### config.mk
export PLATFORM = sky130hd
export DESIGN_NAME = shot_turn_controller_flat
export DESIGN_NICKNAME = d
export VERILOG_FILES = /design/src/rtl/billiard_pkg.sv /design/src/rtl/shot_turn_controller_if.sv /design/src/rtl/shot_turn_controller_settle_detector.sv /design/src/rtl/shot_turn_controller.sv /design/src/flat_wrapper.sv
export SDC_FILE = /design/constraint.sdc
export NUM_CORES = 1
export LEC_CHECK = 0
export BUFFER_PORTS_ARGS = -buffer_cell sky130_fd_sc_hd__buf_2
export CORE_UTILIZATION = 50
export DETAILED_ROUTE_END_ITERATION = 8
export GPL_TIMING_DRIVEN = 1
export PLACE_DENSITY = 0.78
export SKIP_LAST_GASP = 1
export SLEW_MARGIN = 25
export SYNTH_ARGS = -nofsm -noshare
export SYNTH_HDL_FRONTEND = slang
export SYNTH_SLANG_ARGS = --single-unit
### constraint.sdc
create_clock -name clk -period 9.1 [get_ports clk]
set_input_delay 1.365 -clock clk [delete_from_list [all_inputs] [get_ports clk]]
set_output_delay 1.365 -clock clk [all_outputs]
set_load 0.01 [all_outputs]
### src/rtl/billiard_pkg.sv
// billiard_pkg: shared types, widths and saturating score arithmetic for the shot/turn controller
package billiard_pkg;

    typedef enum logic [2:0] {
        TS_IDLE    = 3'd0,
        TS_AIM     = 3'd1,
        TS_ROLLING = 3'd2,
        TS_RESOLVE = 3'd3,
        TS_OVER    = 3'd4
    } turn_state_t;

    localparam int NUM_BALLS_DEFAULT = 16;
    localparam int VELOCITY_W        = 11;
    localparam int SCORE_W           = 5;
    localparam int SCORE_MAX         = (1 << SCORE_W) - 1;

    function automatic logic [SCORE_W-1:0] sat_add(input logic [SCORE_W-1:0] a, input int b);
        int s;
        s = int'(a) + b;
        return (s > SCORE_MAX) ? SCORE_W'(SCORE_MAX) : s[SCORE_W-1:0];
    endfunction

endpackage

### src/rtl/shot_turn_controller_if.sv
// shot_turn_controller_if: aiming, physics and HUD signals of the shot/turn controller
interface shot_turn_controller_if
    import billiard_pkg::*;
#(
    parameter int NUM_BALLS = NUM_BALLS_DEFAULT
);
    logic                         startOfFrame;
    logic                         startGame;
    logic                         velocityWriteEnable;
    logic signed [VELOCITY_W-1:0] newVelocityX;
    logic signed [VELOCITY_W-1:0] newVelocityY;
    logic [NUM_BALLS-1:0]         ballMoving;
    logic [NUM_BALLS-1:0]         ballPocketed;
    logic                         drawLine;
    logic                         shotFired;
    logic                         respotCue;
    logic                         currentPlayer;
    logic [SCORE_W-1:0]           scoreA;
    logic [SCORE_W-1:0]           scoreB;
    logic                         gameOver;

    modport master (
        output startOfFrame, startGame, velocityWriteEnable, newVelocityX, newVelocityY,
               ballMoving, ballPocketed,
        input  drawLine, shotFired, respotCue, currentPlayer, scoreA, scoreB, gameOver
    );

    modport slave (
        input  startOfFrame, startGame, velocityWriteEnable, newVelocityX, newVelocityY,
               ballMoving, ballPocketed,
        output drawLine, shotFired, respotCue, currentPlayer, scoreA, scoreB, gameOver
    );
endinterface

### src/rtl/shot_turn_controller_settle_detector.sv
// settle_detector: counts consecutive motion-free frames while enabled; done at FRAMES
module settle_detector #(
    parameter int FRAMES = 8
) (
    input  logic clk,
    input  logic resetN,
    input  logic en,
    input  logic frame,
    input  logic moving,
    output logic done
);
    localparam int W = $clog2(FRAMES + 1);

    logic [W-1:0] cnt;

    assign done = (cnt == W'(FRAMES));

    // any motion or leaving the enabled phase restarts the still-frame run
    always_ff @(posedge clk or negedge resetN) begin
        if (!resetN)
            cnt <= '0;
        else
            cnt <= (!en || moving) ? '0 : (frame && !done) ? cnt + W'(1) : cnt;
    end
endmodule

### src/rtl/shot_turn_controller.sv
// shot_turn_controller: aim/roll/score/turn sequencer for one billiard shot; SHOT_TIMEOUT_EN adds an aim forfeit timer
module shot_turn_controller
    import billiard_pkg::*;
#(
    parameter int NUM_BALLS     = NUM_BALLS_DEFAULT,
    parameter int SETTLE_FRAMES = 8,
    parameter int AIM_TIMEOUT   = 600
) (
    input logic                    clk,
    input logic                    resetN,
    shot_turn_controller_if.slave  bus
);
    localparam logic [2:0] S_IDLE    = TS_IDLE;
    localparam logic [2:0] S_AIM     = TS_AIM;
    localparam logic [2:0] S_ROLLING = TS_ROLLING;
    localparam logic [2:0] S_RESOLVE = TS_RESOLVE;
    localparam logic [2:0] S_OVER    = TS_OVER;

    logic [2:0]         state;
    logic [SCORE_W-1:0] pot_cnt;
    logic               cue_foul;
    logic               player;
    logic [SCORE_W-1:0] score_a;
    logic [SCORE_W-1:0] score_b;
    logic               shot;
    logic               respot;
    logic               settled;
    logic               valid_fire;
    logic               aim_expired;
    logic [SCORE_W-1:0] new_a;
    logic [SCORE_W-1:0] new_b;
    logic               pass_turn;
    logic               all_potted;

    assign valid_fire = bus.velocityWriteEnable && (bus.newVelocityX != '0 || bus.newVelocityY != '0);
    assign new_a      = player ? score_a : sat_add(score_a, int'(pot_cnt));
    assign new_b      = player ? sat_add(score_b, int'(pot_cnt)) : score_b;
    assign pass_turn  = (pot_cnt == '0) || cue_foul;
    assign all_potted = (int'(new_a) + int'(new_b)) >= NUM_BALLS - 1;

    settle_detector #(.FRAMES(SETTLE_FRAMES)) u_settle (
        .clk    (clk),
        .resetN (resetN),
        .en     (state == S_ROLLING),
        .frame  (bus.startOfFrame),
        .moving (|bus.ballMoving),
        .done   (settled)
    );

`ifdef SHOT_TIMEOUT_EN
    localparam int AW = $clog2(AIM_TIMEOUT + 1);

    logic [AW-1:0] aim_cnt;

    assign aim_expired = (state == S_AIM) && !valid_fire && bus.startOfFrame && aim_cnt == AW'(AIM_TIMEOUT - 1);

    // aim frame timer restarts whenever AIM is entered, a shot is taken or the turn is forfeited
    always_ff @(posedge clk or negedge resetN) begin
        if (!resetN)
            aim_cnt <= '0;
        else
            aim_cnt <= (state != S_AIM || valid_fire || aim_expired) ? '0 : aim_cnt + AW'(bus.startOfFrame);
    end
`else
    assign aim_expired = 1'b0;
`endif

    // game-flow sequencing, pocket accounting and score/turn resolution
    always_ff @(posedge clk or negedge resetN) begin
        if (!resetN) begin
            state    <= S_IDLE;
            pot_cnt  <= '0;
            cue_foul <= 1'b0;
            player   <= 1'b0;
            score_a  <= '0;
            score_b  <= '0;
            shot     <= 1'b0;
            respot   <= 1'b0;
        end else begin
            shot   <= 1'b0;
            respot <= 1'b0;
            case (state)
                S_IDLE, S_OVER: if (bus.startGame) begin
                    state   <= S_AIM;
                    score_a <= '0;
                    score_b <= '0;
                    player  <= 1'b0;
                end
                S_AIM: if (valid_fire) begin
                    shot  <= 1'b1;
                    state <= S_ROLLING;
                end else if (aim_expired) begin
                    player <= ~player;
                end
                S_ROLLING: begin
                    pot_cnt  <= sat_add(pot_cnt, $countones(bus.ballPocketed[NUM_BALLS-1:1]));
                    cue_foul <= cue_foul | bus.ballPocketed[0];
                    if (settled)
                        state <= S_RESOLVE;
                end
                S_RESOLVE: begin
                    score_a  <= new_a;
                    score_b  <= new_b;
                    player   <= player ^ pass_turn;
                    respot   <= cue_foul;
                    pot_cnt  <= '0;
                    cue_foul <= 1'b0;
                    state    <= all_potted ? S_OVER : S_AIM;
                end
                default: state <= S_IDLE;
            endcase
        end
    end

    assign bus.drawLine      = (state == S_AIM);
    assign bus.gameOver      = (state == S_OVER);
    assign bus.shotFired     = shot;
    assign bus.respotCue     = respot;
    assign bus.currentPlayer = player;
    assign bus.scoreA        = score_a;
    assign bus.scoreB        = score_b;
endmodule

### src/flat_wrapper.sv
// flat-port wrapper written by rule: the top's interface ports become plain ports
module shot_turn_controller_flat import billiard_pkg::*;
#(
    parameter int NUM_BALLS     = NUM_BALLS_DEFAULT,
    parameter int SETTLE_FRAMES = 8,
    parameter int AIM_TIMEOUT   = 600
)
  (clk, resetN, bus_startOfFrame, bus_startGame, bus_velocityWriteEnable, bus_newVelocityX, bus_newVelocityY, bus_ballMoving, bus_ballPocketed, bus_drawLine, bus_shotFired, bus_respotCue, bus_currentPlayer, bus_scoreA, bus_scoreB, bus_gameOver);
  shot_turn_controller_if #(.NUM_BALLS(NUM_BALLS)) bus_i ();
  input logic clk;
  input logic resetN;
  input wire logic [$bits(bus_i.startOfFrame)-1:0] bus_startOfFrame;
  input wire logic [$bits(bus_i.startGame)-1:0] bus_startGame;
  input wire logic [$bits(bus_i.velocityWriteEnable)-1:0] bus_velocityWriteEnable;
  input wire logic [$bits(bus_i.newVelocityX)-1:0] bus_newVelocityX;
  input wire logic [$bits(bus_i.newVelocityY)-1:0] bus_newVelocityY;
  input wire logic [$bits(bus_i.ballMoving)-1:0] bus_ballMoving;
  input wire logic [$bits(bus_i.ballPocketed)-1:0] bus_ballPocketed;
  output wire logic [$bits(bus_i.drawLine)-1:0] bus_drawLine;
  output wire logic [$bits(bus_i.shotFired)-1:0] bus_shotFired;
  output wire logic [$bits(bus_i.respotCue)-1:0] bus_respotCue;
  output wire logic [$bits(bus_i.currentPlayer)-1:0] bus_currentPlayer;
  output wire logic [$bits(bus_i.scoreA)-1:0] bus_scoreA;
  output wire logic [$bits(bus_i.scoreB)-1:0] bus_scoreB;
  output wire logic [$bits(bus_i.gameOver)-1:0] bus_gameOver;
  assign bus_i.startOfFrame = bus_startOfFrame;
  assign bus_i.startGame = bus_startGame;
  assign bus_i.velocityWriteEnable = bus_velocityWriteEnable;
  assign bus_i.newVelocityX = bus_newVelocityX;
  assign bus_i.newVelocityY = bus_newVelocityY;
  assign bus_i.ballMoving = bus_ballMoving;
  assign bus_i.ballPocketed = bus_ballPocketed;
  assign bus_drawLine = bus_i.drawLine;
  assign bus_shotFired = bus_i.shotFired;
  assign bus_respotCue = bus_i.respotCue;
  assign bus_currentPlayer = bus_i.currentPlayer;
  assign bus_scoreA = bus_i.scoreA;
  assign bus_scoreB = bus_i.scoreB;
  assign bus_gameOver = bus_i.gameOver;
  shot_turn_controller #(.NUM_BALLS(NUM_BALLS), .SETTLE_FRAMES(SETTLE_FRAMES), .AIM_TIMEOUT(AIM_TIMEOUT)) u_core (.clk(clk), .resetN(resetN), .bus(bus_i));
endmodule
==> results_dict.tcl <==
set metrics [dict create \
    hpwl_um 4458 \
    layoutNonFillerInstCount 379 \
    hold_slack_ns 0.5487 \
    wl_um 5470 \
    final_common_cell "buf_2" \
    drv_cap 0 \
    io_pins 74 \
    wire_per_inst_um 14.43 \
    cpLargestDelayFamily "adder cells" \
    crit_path_start_kind "input port" \
    critPathSlowestCell "fa_1" \
    criticalPathCategory "in2reg" \
    synthTopCellsByArea "dfrtp_1 (27%), ha_1 (17%), fa_1 (12%)" \
    cts.htree.levels 1 \
    grt_first_pass_wirelength_um 9204 \
    async_reset_ff_share_pct 100.0 \
    power_mw 0.9249 \
    grt_usage_pct 22.84 \
    fp.dieArea_um2 5153 \
    cts_tree "yes" \
    slew_headroom_pct 34.25 \
    numCtsBuffers 3 \
    register_area_um2 650.6 \
    crit_path_max_incr_delay_ns 0.54 \
    synth_top_area_share_pct 26.72 \
    seq_area_frac_synth_pct 26.72 \
    critPathCaptureType "flop" \
    yosys.area.top_type "dfrtp_1" \
    ys_ff_latch 26 \
    synth_edf_count 0 \
    syn_area_per_cell_um2 9.586 \
    slew_violations 0 \
    die_h_um 71.79 \
    cp.arrival_ns 5.56 \
    finish.utilization_pct 61.47 \
    crit_fanout 5 \
    clock_latency_ns 0.28 \
    drtAntennaViolNets 0 \
    firstDrtPassIters 4 \
    multi_input_area_um2 1647 \
    finalCriticalPeriod_ns 5.377 \
    vias 2111 \
    path_cells "buf_2 > ha_1 > inv_1 > fa_1 > inv_1 > fa_1 > inv_1 > fa_1 > inv_1 > fa_1 > ha_1 > fa_1 > a21oi_1 > nor2b_1 > and3_1 > o21bai_1 > nor2_1 > o31ai_1" \
    syn_area_um2 2435 \
    numPortBuffers 73 \
    ctsHoldBuffers 0 \
    post-place-ws_ns 3.412 \
    area_growth_pct 18.45 \
    initial_core_util_pct 51.89 \
    post-route-worst-setup-slack_ns 3.723 \
    ys_warn_count 0 \
    syn_nets 361 \
    drt_iter0_drc 130 \
    die_w_um 71.79 \
    finClkSkew_ns 0.006924 \
    n_antenna_cell 0 \
    grt_remaining_overflow 0 \
    setup_tns_ns 0 \
    gp_congestion 0.8253 \
    cts_resized 0 \
    synthDistinctLibCells 41 \
    clockBufferDepth 2 \
    clock-root-buffer "clkbuf_8" \
    rows 25 \
    outcome "complete, no violations" \
    antenna_found_initial 0 \
    vdd_drop_max_uv 123.8 \
    min_path_type "reg2reg" \
    placed_cell_area_um2 2843 \
    leakage_nw 1.585 \
    vias_per_cell 5.570 \
    cp.required_ns 9.28 \
    fillers 412 \
    synth_flop_cell "dfrtp_1" \
    layout-drive-gt1-share_pct 25.23 \
    fin_nets 434 \
    cpMostUsedCell "fa_1" \
    post-place-cells 376 \
    clk_pin_slew_worst_paths_ns 0.09 \
    power.density_nw_per_um2 320.7 \
    rsz0062_at_grt "no" \
    grt_pass1_vias 2044 \
    cts.sinks 26 \
    core_area_um2 4692 \
    drc 0 \
    r2r_slack_ns 5.73 \
    hold_viol_final 0 \
    final.period_utilization_pct 59.09 \
    netlist_instances 254 \
    final_cell_mix "buf_2 (73), ha_1 (33), inv_1 (30)" \
    crit_buf_inv 5 \
    setup_viol 0 \
    grt_start_max_net_pins 27 \
    cts_setup_buffers 0 \
    fin_area_um2 2884 \
    fmax_mhz 186.0 \
    worstMarginPinSlew_ns 0.9827 \
]
[layout make-up]
class | instances | area share [%]
multi-input cells | 193 | 57.09
flip-flops and latches | 26 | 22.56
repair buffers | 73 | 12.67
inverters | 30 | 3.905
well taps | 54 | 2.343
clock buffers | 3 | 1.432
[kinds of logic after synthesis]
group | count (synthesis) | share of synthesized area (%)
xor gates and xnor gates | 12 | 4.317
muxes | 1 | 0.4111
and+or+nand+nor | 70 | 13.93
adders and majority gates | 48 | 29.29
DFF | 26 | 26.72
buffers and inverters | 35 | 5.653
AOI/OAI and AO/OA | 62 | 19.68
[metal layers]
metal | wire [um] | GRT usage (%) | vias to the layer above
li1 | - | - | 1051
met1 | 2363 | 29.10 | 979
met2 | 2755 | 40.15 | 73
met3 | 247 | 3.516 | 8
met4 | 104 | 6.536 | 0
met5 | 0 | 0 | -
[flip-flops by register name, summed over array words and instances (netlist names)]
register                  cells
u_core.bus.currentPlayer      1
u_core.bus.respotCue          1
u_core.bus.scoreA             5
u_core.bus.scoreB             5
u_core.bus.shotFired          1
u_core.cue_foul               1
u_core.pot_cnt                5
u_core.state                  3
u_core.u_settle.cnt           4
[worst paths after layout]
path | start | endpoint | cells after the start
min in group asynchronous | resetN | u_core.bus.scoreA[0] | 1
setup / recovery | bus_ballPocketed[13] | u_core.pot_cnt[1] | 18
hold / removal | u_core.cue_foul | u_core.cue_foul | 2
max in group asynchronous | resetN | u_core.pot_cnt[1] | 1
hold reg to reg | u_core.cue_foul | u_core.cue_foul | 2
setup reg to reg | u_core.pot_cnt[1] | u_core.state[2] | 12
[power by group]
part / internal [mW] / switching (mW) / total [mW]
logic: 0.287 / 0.358 / 0.645
registers: 0.150 / 0.0608 / 0.211
clock network: 0.0298 / 0.0389 / 0.0687
[worst reg2reg max path, delay by kind of cell, from the launching register on]
family | cells | cell delay, ns
AO/OA/AOI/OAI | 5 | 1.15
adder cells (fa/ha/maj) | 3 | 0.93
flip-flops | 1 | 0.59
AND/OR/NAND/NOR | 2 | 0.29
XOR/XNOR | 1 | 0.18
multiplexers | 1 | 0.14
[Yosys cell counts, drive strengths merged (3+ instances only)]
cell,n
o211ai,3
nand4,3
nor2,24
a211oi,3
nand3,4
xor2,6
ha,33
xnor2,6
inv,30
nor3,5
a21oi,14
a21o,5
nand2,14
nor4,7
and3,3
a22o,11
buf,3
o31ai,5
fa,15
dfrtp,26
o22a,8
o21ai,4
Note: power is estimated with default switching activity, not from simulation.
